<file path="src/rtl/stopwatch_pkg.sv">
// Shared constants for the mm:ss stopwatch controller:
// FSM state codes, BCD digit limits and the long-clear hold multiplier.
package stopwatch_pkg;

  localparam logic [1:0] ST_IDLE  = 2'd0;
  localparam logic [1:0] ST_RUN   = 2'd1;
  localparam logic [1:0] ST_PAUSE = 2'd2;
  localparam logic [1:0] ST_LAP   = 2'd3;

  localparam logic [3:0] DIG_MAX9 = 4'd9;
  localparam logic [3:0] DIG_MAX5 = 4'd5;

  localparam int LONG_CLR_MULT = 2;

endpackage

</file>
<file path="src/rtl/stopwatch_ctrl_one_pulse.sv">
// Level to single-cycle rising-edge pulse; history resets to 1 so a
// button held through reset stays silent until released and pressed.
module one_pulse (
  input  logic clk,
  input  logic rst,
  input  logic i_lvl,
  output logic o_pulse
);

  logic r_prev;

  always_ff @(posedge clk) begin
    if (rst) r_prev <= 1'b1;
    else     r_prev <= i_lvl;
  end

  assign o_pulse = i_lvl & ~r_prev;

endmodule

</file>
<file path="src/rtl/stopwatch_ctrl.sv">
// Stopwatch sequencer: button pulses, 4-state FSM, 1 Hz prescaler, BCD mm:ss.
// Optional LONG_CLR_EN: holding lap/clear for 2*TICK_DIV cycles forces IDLE.
module stopwatch_ctrl #(
  parameter int TICK_DIV = 100_000_000,
  parameter int CNT_W    = 27
) (
  input  logic        clk_100,
  input  logic        rst,
  input  logic        pb_s_de,
  input  logic        pb_l_de,
  output logic [15:0] disp_bcd,
  output logic        running,
  output logic        lap_active,
  output logic [1:0]  state
);

  import stopwatch_pkg::*;

  logic             w_press_s;
  logic             w_press_l;
  logic [1:0]       r_state;
  logic [1:0]       w_state_nxt;
  logic [15:0]      r_count;
  logic [15:0]      r_lap;
  logic [15:0]      w_count_inc;
  logic [CNT_W-1:0] r_presc;
  logic             w_active;
  logic             w_tick;
  logic             w_cap;
  logic             w_clr;
  logic             w_long;

  one_pulse u_pulse_s (
    .clk     (clk_100),
    .rst     (rst),
    .i_lvl   (pb_s_de),
    .o_pulse (w_press_s)
  );

  one_pulse u_pulse_l (
    .clk     (clk_100),
    .rst     (rst),
    .i_lvl   (pb_l_de),
    .o_pulse (w_press_l)
  );

  assign w_active = (r_state == ST_RUN) || (r_state == ST_LAP);
  assign w_tick   = w_active &&
                    (r_presc == CNT_W'(TICK_DIV - 1));

  // Ripple carry through ss then mm, each digit pair wrapping at 59.
  always_comb begin
    w_count_inc = r_count;
    if (r_count[3:0] != DIG_MAX9) begin
      w_count_inc[3:0] = r_count[3:0] + 4'd1;
    end else begin
      w_count_inc[3:0] = 4'd0;
      if (r_count[7:4] != DIG_MAX5) begin
        w_count_inc[7:4] = r_count[7:4] + 4'd1;
      end else begin
        w_count_inc[7:4] = 4'd0;
        if (r_count[11:8] != DIG_MAX9) begin
          w_count_inc[11:8] = r_count[11:8] + 4'd1;
        end else begin
          w_count_inc[11:8] = 4'd0;
          if (r_count[15:12] != DIG_MAX5)
            w_count_inc[15:12] = r_count[15:12] + 4'd1;
          else
            w_count_inc[15:12] = 4'd0;
        end
      end
    end
  end

  // Start/pause is tested first so it wins a simultaneous press.
  always_comb begin
    w_state_nxt = r_state;
    w_cap       = 1'b0;
    w_clr       = 1'b0;
    case (r_state)
      ST_IDLE: begin
        if (w_press_s) w_state_nxt = ST_RUN;
      end
      ST_RUN: begin
        if (w_press_s) begin
          w_state_nxt = ST_PAUSE;
        end else if (w_press_l) begin
          w_state_nxt = ST_LAP;
          w_cap       = 1'b1;
        end
      end
      ST_LAP: begin
        if (w_press_s)      w_state_nxt = ST_PAUSE;
        else if (w_press_l) w_state_nxt = ST_RUN;
      end
      ST_PAUSE: begin
        if (w_press_s) begin
          w_state_nxt = ST_RUN;
        end else if (w_press_l) begin
          w_state_nxt = ST_IDLE;
          w_clr       = 1'b1;
        end
      end
    endcase
  end

`ifdef LONG_CLR_EN
  localparam int HOLD_LIM = LONG_CLR_MULT * TICK_DIV;

  logic [CNT_W+1:0] r_hold;

  always_ff @(posedge clk_100) begin
    if (rst || !pb_l_de)
      r_hold <= '0;
    else if (r_hold != (CNT_W+2)'(HOLD_LIM))
      r_hold <= r_hold + (CNT_W+2)'(1);
  end

  assign w_long = pb_l_de && (r_state != ST_IDLE) &&
                  (r_hold >= (CNT_W+2)'(HOLD_LIM - 1));
`else
  assign w_long = 1'b0;
`endif

  always_ff @(posedge clk_100) begin
    if (rst) begin
      r_state <= ST_IDLE;
      r_count <= '0;
      r_lap   <= '0;
      r_presc <= '0;
    end else if (w_long) begin
      r_state <= ST_IDLE;
      r_count <= '0;
      r_presc <= '0;
    end else begin
      r_state <= w_state_nxt;
      if (w_cap) r_lap <= r_count;
      if (w_clr) begin
        r_count <= '0;
        r_presc <= '0;
      end else begin
        if (w_tick) r_count <= w_count_inc;
        if (w_active)
          r_presc <= w_tick ? '0 : r_presc + CNT_W'(1);
        else if (r_state == ST_IDLE)
          r_presc <= '0;
      end
    end
  end

  assign disp_bcd   = (r_state == ST_LAP) ? r_lap : r_count;
  assign running    = w_active;
  assign lap_active = (r_state == ST_LAP);
  assign state      = r_state;

endmodule

</file>
<file path="config.mk">
export PLATFORM = sky130hd
export DESIGN_NAME = stopwatch_ctrl
export DESIGN_NICKNAME = d
export VERILOG_FILES = /design/src/rtl/stopwatch_pkg.sv /design/src/rtl/stopwatch_ctrl_one_pulse.sv /design/src/rtl/stopwatch_ctrl.sv
export SDC_FILE = /design/constraint.sdc
export NUM_CORES = 1
export LEC_CHECK = 0
export ABC_AREA = 1
export BUFFER_PORTS_ARGS = -buffer_cell sky130_fd_sc_hd__buf_4
export CORE_UTILIZATION = 43
export CTS_BUF_LIST = sky130_fd_sc_hd__clkbuf_8
export DETAILED_ROUTE_END_ITERATION = 8
export GPL_ROUTABILITY_DRIVEN = 0
export GPL_TIMING_DRIVEN = 0
export PLACE_DENSITY = 0.66
export SYNTH_ARGS = -nofsm -noshare
export SYNTH_HDL_FRONTEND = slang
export SYNTH_HIERARCHICAL = 1
export SYNTH_SLANG_ARGS = --single-unit
</file>
<file path="constraint.sdc">
create_clock -name clk_100 -period 2.2 [get_ports clk_100]
set_clock_uncertainty 0.05 [all_clocks]
set_input_delay 0.22 -clock clk_100 [delete_from_list [all_inputs] [get_ports clk_100]]
set_output_delay 0.22 -clock clk_100 [all_outputs]
set_load 0.01 [all_outputs]
</file>
; Yosys cells after proc, flatten, opt, wreduce, memory -nomap -nowiden
; Cells that the tools add are included.
[classes]
addsub = 5
eq_ne = 12
mux = 20
bitwise_logic = 7
reduce_logical = 9
[ops]
columns = cell, n
row1 = 2-to-1 mux 27 bit, 3
row2 = adder 27 x 1 -> 27 bit (second input constant), 1
row3 = == test 27 bit (second input constant), 1
row4 = adder 4 x 1 -> 4 bit (second input constant), 4
row5 = 2-to-1 mux 16 bit, 1
row6 = 2-to-1 mux 4 bit, 4
row7 = 2-to-1 mux 2 bit, 7
row8 = != test 3 x 1 -> 1 bit (second input constant), 3
row9 = != test 4 x 3 -> 1 bit (second input constant), 2
row10 = != test 4 bit (second input constant), 2
row11 = one-hot mux 2 bit (4 select lines), 1
row12 = AND reduction 4 bit, 2
row13 = inverter 1 bit, 5
row14 = == test 2 bit (second input constant), 2
row15 = 2-to-1 mux 1 bit, 4
row16 = AND reduction 3 bit, 1
row17 = AND 1 bit, 2
row18 = == test 2 x 1 -> 1 bit (second input constant), 1
row19 = logical NOT 2 bit, 1
row20 = != test 2 x 1 -> 1 bit (second input constant), 1
row21 = AND reduction 2 bit, 1
row22 = nonzero test 2 bit, 1
row23 = OR reduction 2 bit, 1
row24 = logical AND 1 bit, 1
row25 = logical OR 1 bit, 1
[totals]
reg_bits = 63
in_bits = 4
out_inout_bits = 20
elab_cells = 62

; Longest topological paths before layout
[depth]
depth_word = 6
ltp_mapped = 11
depth_no_buf = 11

; Hierarchy
; Netlist, hierarchy kept.
[by_module_without_submodules]
columns = mod, n_inst, cells_per_inst, area_per_inst_um2, seq_area_each_um2
row1 = stopwatch_ctrl, 1, 531, 3568.4, 1221.2
row2 = one_pulse, 2, 5, 37.5, 20.0

; Worst setup path before layout
; OpenSTA, ideal clock, no wires.
[synth_timing]
path_type = flip-flop to flip-flop
start = register r_presc[1]
end = register r_presc[23]
setup_ns = 0.120
arrival_time_ns = 1.414
required_ns = 2.030
path_slack_ns = 0.616
stages_incl_launch_ff = 12
n_path_buf = 1
period_less_slack_ns = 1.584
path_cell_list = dfxtp_1 -> ha_1 -> nand2_2 -> nor2_4 -> nand2_4 -> nor2_8 -> nand2_4 -> nand2_8 -> inv_4 -> buf_6 -> nand3_2 -> a21oi_2
[synth_via]
elab_chain_cells = 4
elab_cells_between_ends = 5
classes_between = 1 x add/sub / 1 x eq/ne / 2 x mux / 1 x reduce/logical
[synth_lines]
columns = item, line_no
row1 = start: declaration, stopwatch_ctrl.sv:26  ; logic [CNT_W-1:0] r_presc;
row2 = start signal: assignment, stopwatch_ctrl.sv:144  ; r_presc <= w_tick ? '0 : r_presc + CNT_W'(1);
row3 = "parallel branches: the longest is 2 deep, another holds adder 27 x 1 -> 27 bit", --
row4 = 2-to-1 mux 27 bit *, stopwatch_ctrl.sv:144
row5 = 2-to-1 mux 27 bit *, stopwatch_ctrl.sv:143  ; if (w_active)
; Mark *: on every way between the ends.
; A chain may end at the register's enable or synchronous reset.

; Worst setup path after layout
[layout_timing]
start = register r_state[0] (netlist: state[0])
end = output port disp_bcd[11]
[layout_via]
elab_chain_cells = 2
[layout_lines]
columns = item, line_no
row1 = start: declaration, stopwatch_ctrl.sv:21  ; logic [1:0] r_state;
row2 = start signal: assignment, stopwatch_ctrl.sv:136  ; r_state <= w_state_nxt;
row3 = == test 2 bit, stopwatch_ctrl.sv:151  ; assign disp_bcd = (r_state == ST_LAP) ? r_lap : r_count;
row4 = 2-to-1 mux 16 bit, stopwatch_ctrl.sv:151
row5 = end: declaration, stopwatch_ctrl.sv:11  ; output logic [15:0] disp_bcd,
; No other way between the ends.

==> impl_results.md <==
- Outcome: complete, no violations
- Grt total ovfl: 0
- Clock Sinks: 63
- Top post-synthesis cells by area: dfxtp_1 35%, nand2_1 13%, o21ai_0 6.7%, inv_1 6.6%, a21oi_1 5.5%
- Post-synth EDFFs: 0
- Pwr per Cell Area: 545 nW/um^2
- Clk slew on worst S/H paths: 0.07 ns
- Clock Tree Buf Depth: 2
- Final setup fails: 0
- Seq/Total Area, Yosys: 34.6%
- Tot Pwr: roughly 2.3 mW
- First-pass GRT wire length: between 10 and 15 mm
- Largest net degree at the start of global routing: 13
- Residual DRC: 0
- Placed cell area: 3950 sq um
- Cts hold-fix bufs: 0
- Rel. slew slack: 60.6%
- Hold Crit Class: in2reg
- Post-Synthesis Cells: about 540
- FMAX: 494 MHz
- Crit start category: flop
- Most common cell in the synthesized netlist: nand2_1
- Port bufs: 23
- Yosys warning count: 6
- Site Rows: 33
- IO Pins: 24
- Final max-slew violation count: 0
- Register Area: 1260 sq um
- Worst Hold Path Cells: 3
- Die Height: 94.1 um
- Routed vias/inst: 5.22
- Seq cells post-synth: 63
- Hold slack: 0.0176 ns
- Core Box Area: a little over 8000 sq um
- Hold endpoint: u_pulse_l/r_prev
- Post-detail-place hpwl: about 6.5 mm
- Async set-or-reset flop fraction in the synthesized netlist: 0%
- H-tree depth: 3
- Maxcap violations: 0
- Initial antenna violation count: 0
- Least-Margin Pin Slew: 0.587 ns
- Fill cell count: 827
- Wire per inst: 13.0 um
- Starting DRT DRC Count: 212
- Multi-input logic area: 2020 sq um
- Reg2reg path depth: 8
- RR Startpoint: state[0]
- Placed insts: 669
- Final min period: 2.02 ns
- Critical R2R Capture: r_presc[3]
- P&R area growth vs syn: 13.9%
- Antenna Nets Post-Route: 0
- Share of the synthesized area in the top cell type: between 30 and 40%
- Clk_lat worst skew: 0.35 ns
- Mapped cell area: between 3000 and 4000 sq um
- Hold Crit Start: pb_l_de
- CP Data Required Time: 1.93 ns
- Post-synth top area cell: dfxtp_1
- RSZ-0062 raised after global routing: no
- Maximum fanout along the worst path: 10
- Design Area, Final: 4150 sq um
- Routed WL: 8.92 mm
- CP Data Arrival Time: 1.75 ns
- GR Util All Layers: 21.8%
- Top FF cell, synth: dfxtp_1
- NumNets Final: slightly below 600
- Leakage: roughly 1.6 nW
- Worst reg2reg setup slack: approximately 0.37 ns
- Syn Area/Cell: between 6 and 7 sq um
- Die area: 8850 sq um
- Ranking of synthesized cells by instance count: 129 x nand2_1, 64 x inv_1, 63 x dfxtp_1
- Syn nets: ~550
- Final worst-path cycle share: 92.0%
- Max IR drop VDD: 226 uV
- CTS tree: done
- Crit path capture type: output port
- Root Buffer: clkbuf_8
- Vias in the first global route: about 3200
- Diodes inserted: 0
- Hold Vio Cnt, Final: 0
- Synth unique cells: 40
- Fin Setup TNS: 0 ns
- Via count: 3575
- Initial Utilization: approximately 44%
- Crit Path Class: reg2out
- CTS Buf Count: 9
- Layout cells sized above 1: 18.8%
- Pre-antenna DRT Iters: 5
- Die width: 94.1 um
- Final non-filler cell total: 685
-- state kept, by name, indices dropped and copies added (netlist names) --
register and count:
r_lap 16, u_pulse_s/r_prev 1, r_presc 27, state 2, r_count 16, u_pulse_l/r_prev 1
-- stage by stage --
step | setup WS, ns | util, %
after floorplan | 0.616 | -
after global placement | 0.276 | 48.0
after detailed placement | 0.301 | 48.0
after CTS | 0.0851 | 50.5
after global routing | 0.0627 | 50.5
final | 0.177 | 50.5
-- worst max-delay path, stage by stage (launching register included) --
cell	delay, ns
dfxtp_1	0.42
buf_4	0.24
nand2_1	0.10
inv_2	0.11
clkbuf_4	0.22
nand2_1	0.06
o21ai_0	0.10
buf_4	0.16
-- kinds of logic (layout without fill, tap and decap cells) --
logic type      count (synthesis)  in the layout  share of synthesized area (%)
simple gates                  273            273                           37.3
flops                          63             63                           34.6
buf+inv                        89            128                           9.96
fa+ha+maj                       1              1                          0.343
compound gates                108            108                           16.1
xor+xnor                        7              7                           1.68
-- layout make-up --
class | instances | share of cell area [%]
Buffer | 17 | 2.29
Clock buffer | 9 | 2.98
Clock inverter | 7 | 1.78
Inverter | 72 | 6.60
Multi-Input combinational cell | 389 | 48.6
Sequential cell | 63 | 30.4
Tap cell | 105 | 3.16
Timing Repair Buffer | 23 | 4.16
-- worst max path at each step --
stage          startpoint            to  slack [ns]
2_1_floorplan  r_presc[1]   r_presc[23]        0.62
3_3_place_gp     state[0]  disp_bcd[10]        0.28
3_5_place_dp     state[0]  disp_bcd[11]        0.30
4_1_cts          state[0]  disp_bcd[11]        0.09
5_1_grt          state[0]  disp_bcd[10]        0.06
6_report         state[0]  disp_bcd[11]        0.18
-- metal layers --
layer / global-route usage [%] / wire length, um / up-vias
met1: 28.8 / 4300 / 1662
met3: 3.72 / 358 / 15
met5: 0 / 0 / -
met2: 35.0 / 4090 / 83
li1: - / - / 1815
met4: 8.85 / 167 / 0
-- what timing repair did --
action                                  in CTS  in global routing
resized for setup                            3                  3
endpoints found under the setup margin      13                 10
buffers inserted                             0                  0
-- cells in the final DEF, fill, tap and decap left out, drive strengths merged --
cell	count
or2	2
o211ai	3
nand3b	1
nor3	5
buf	35
clkinvlp	1
o311a	1
nor3b	1
o21ai	54
nand2	141
clkbuf	14
a21oi	48
dfxtp	63
bufinv	1
xnor2	1
nand3	44
clkinv	6
xor2	6
inv	71
and2	1
nor2	63
nand4	15
o21a	1
o21bai	1
ha	1
-- report_power, final --
group	leakage (nW)	internal (mW)	switching (mW)
clock	0.0992	0.524	0.492
combinational	1.01	0.0278	0.0648
sequential	0.508	1.15	0.00562
total	1.61	1.70	0.562
Note: power is estimated with default switching activity, not from simulation.
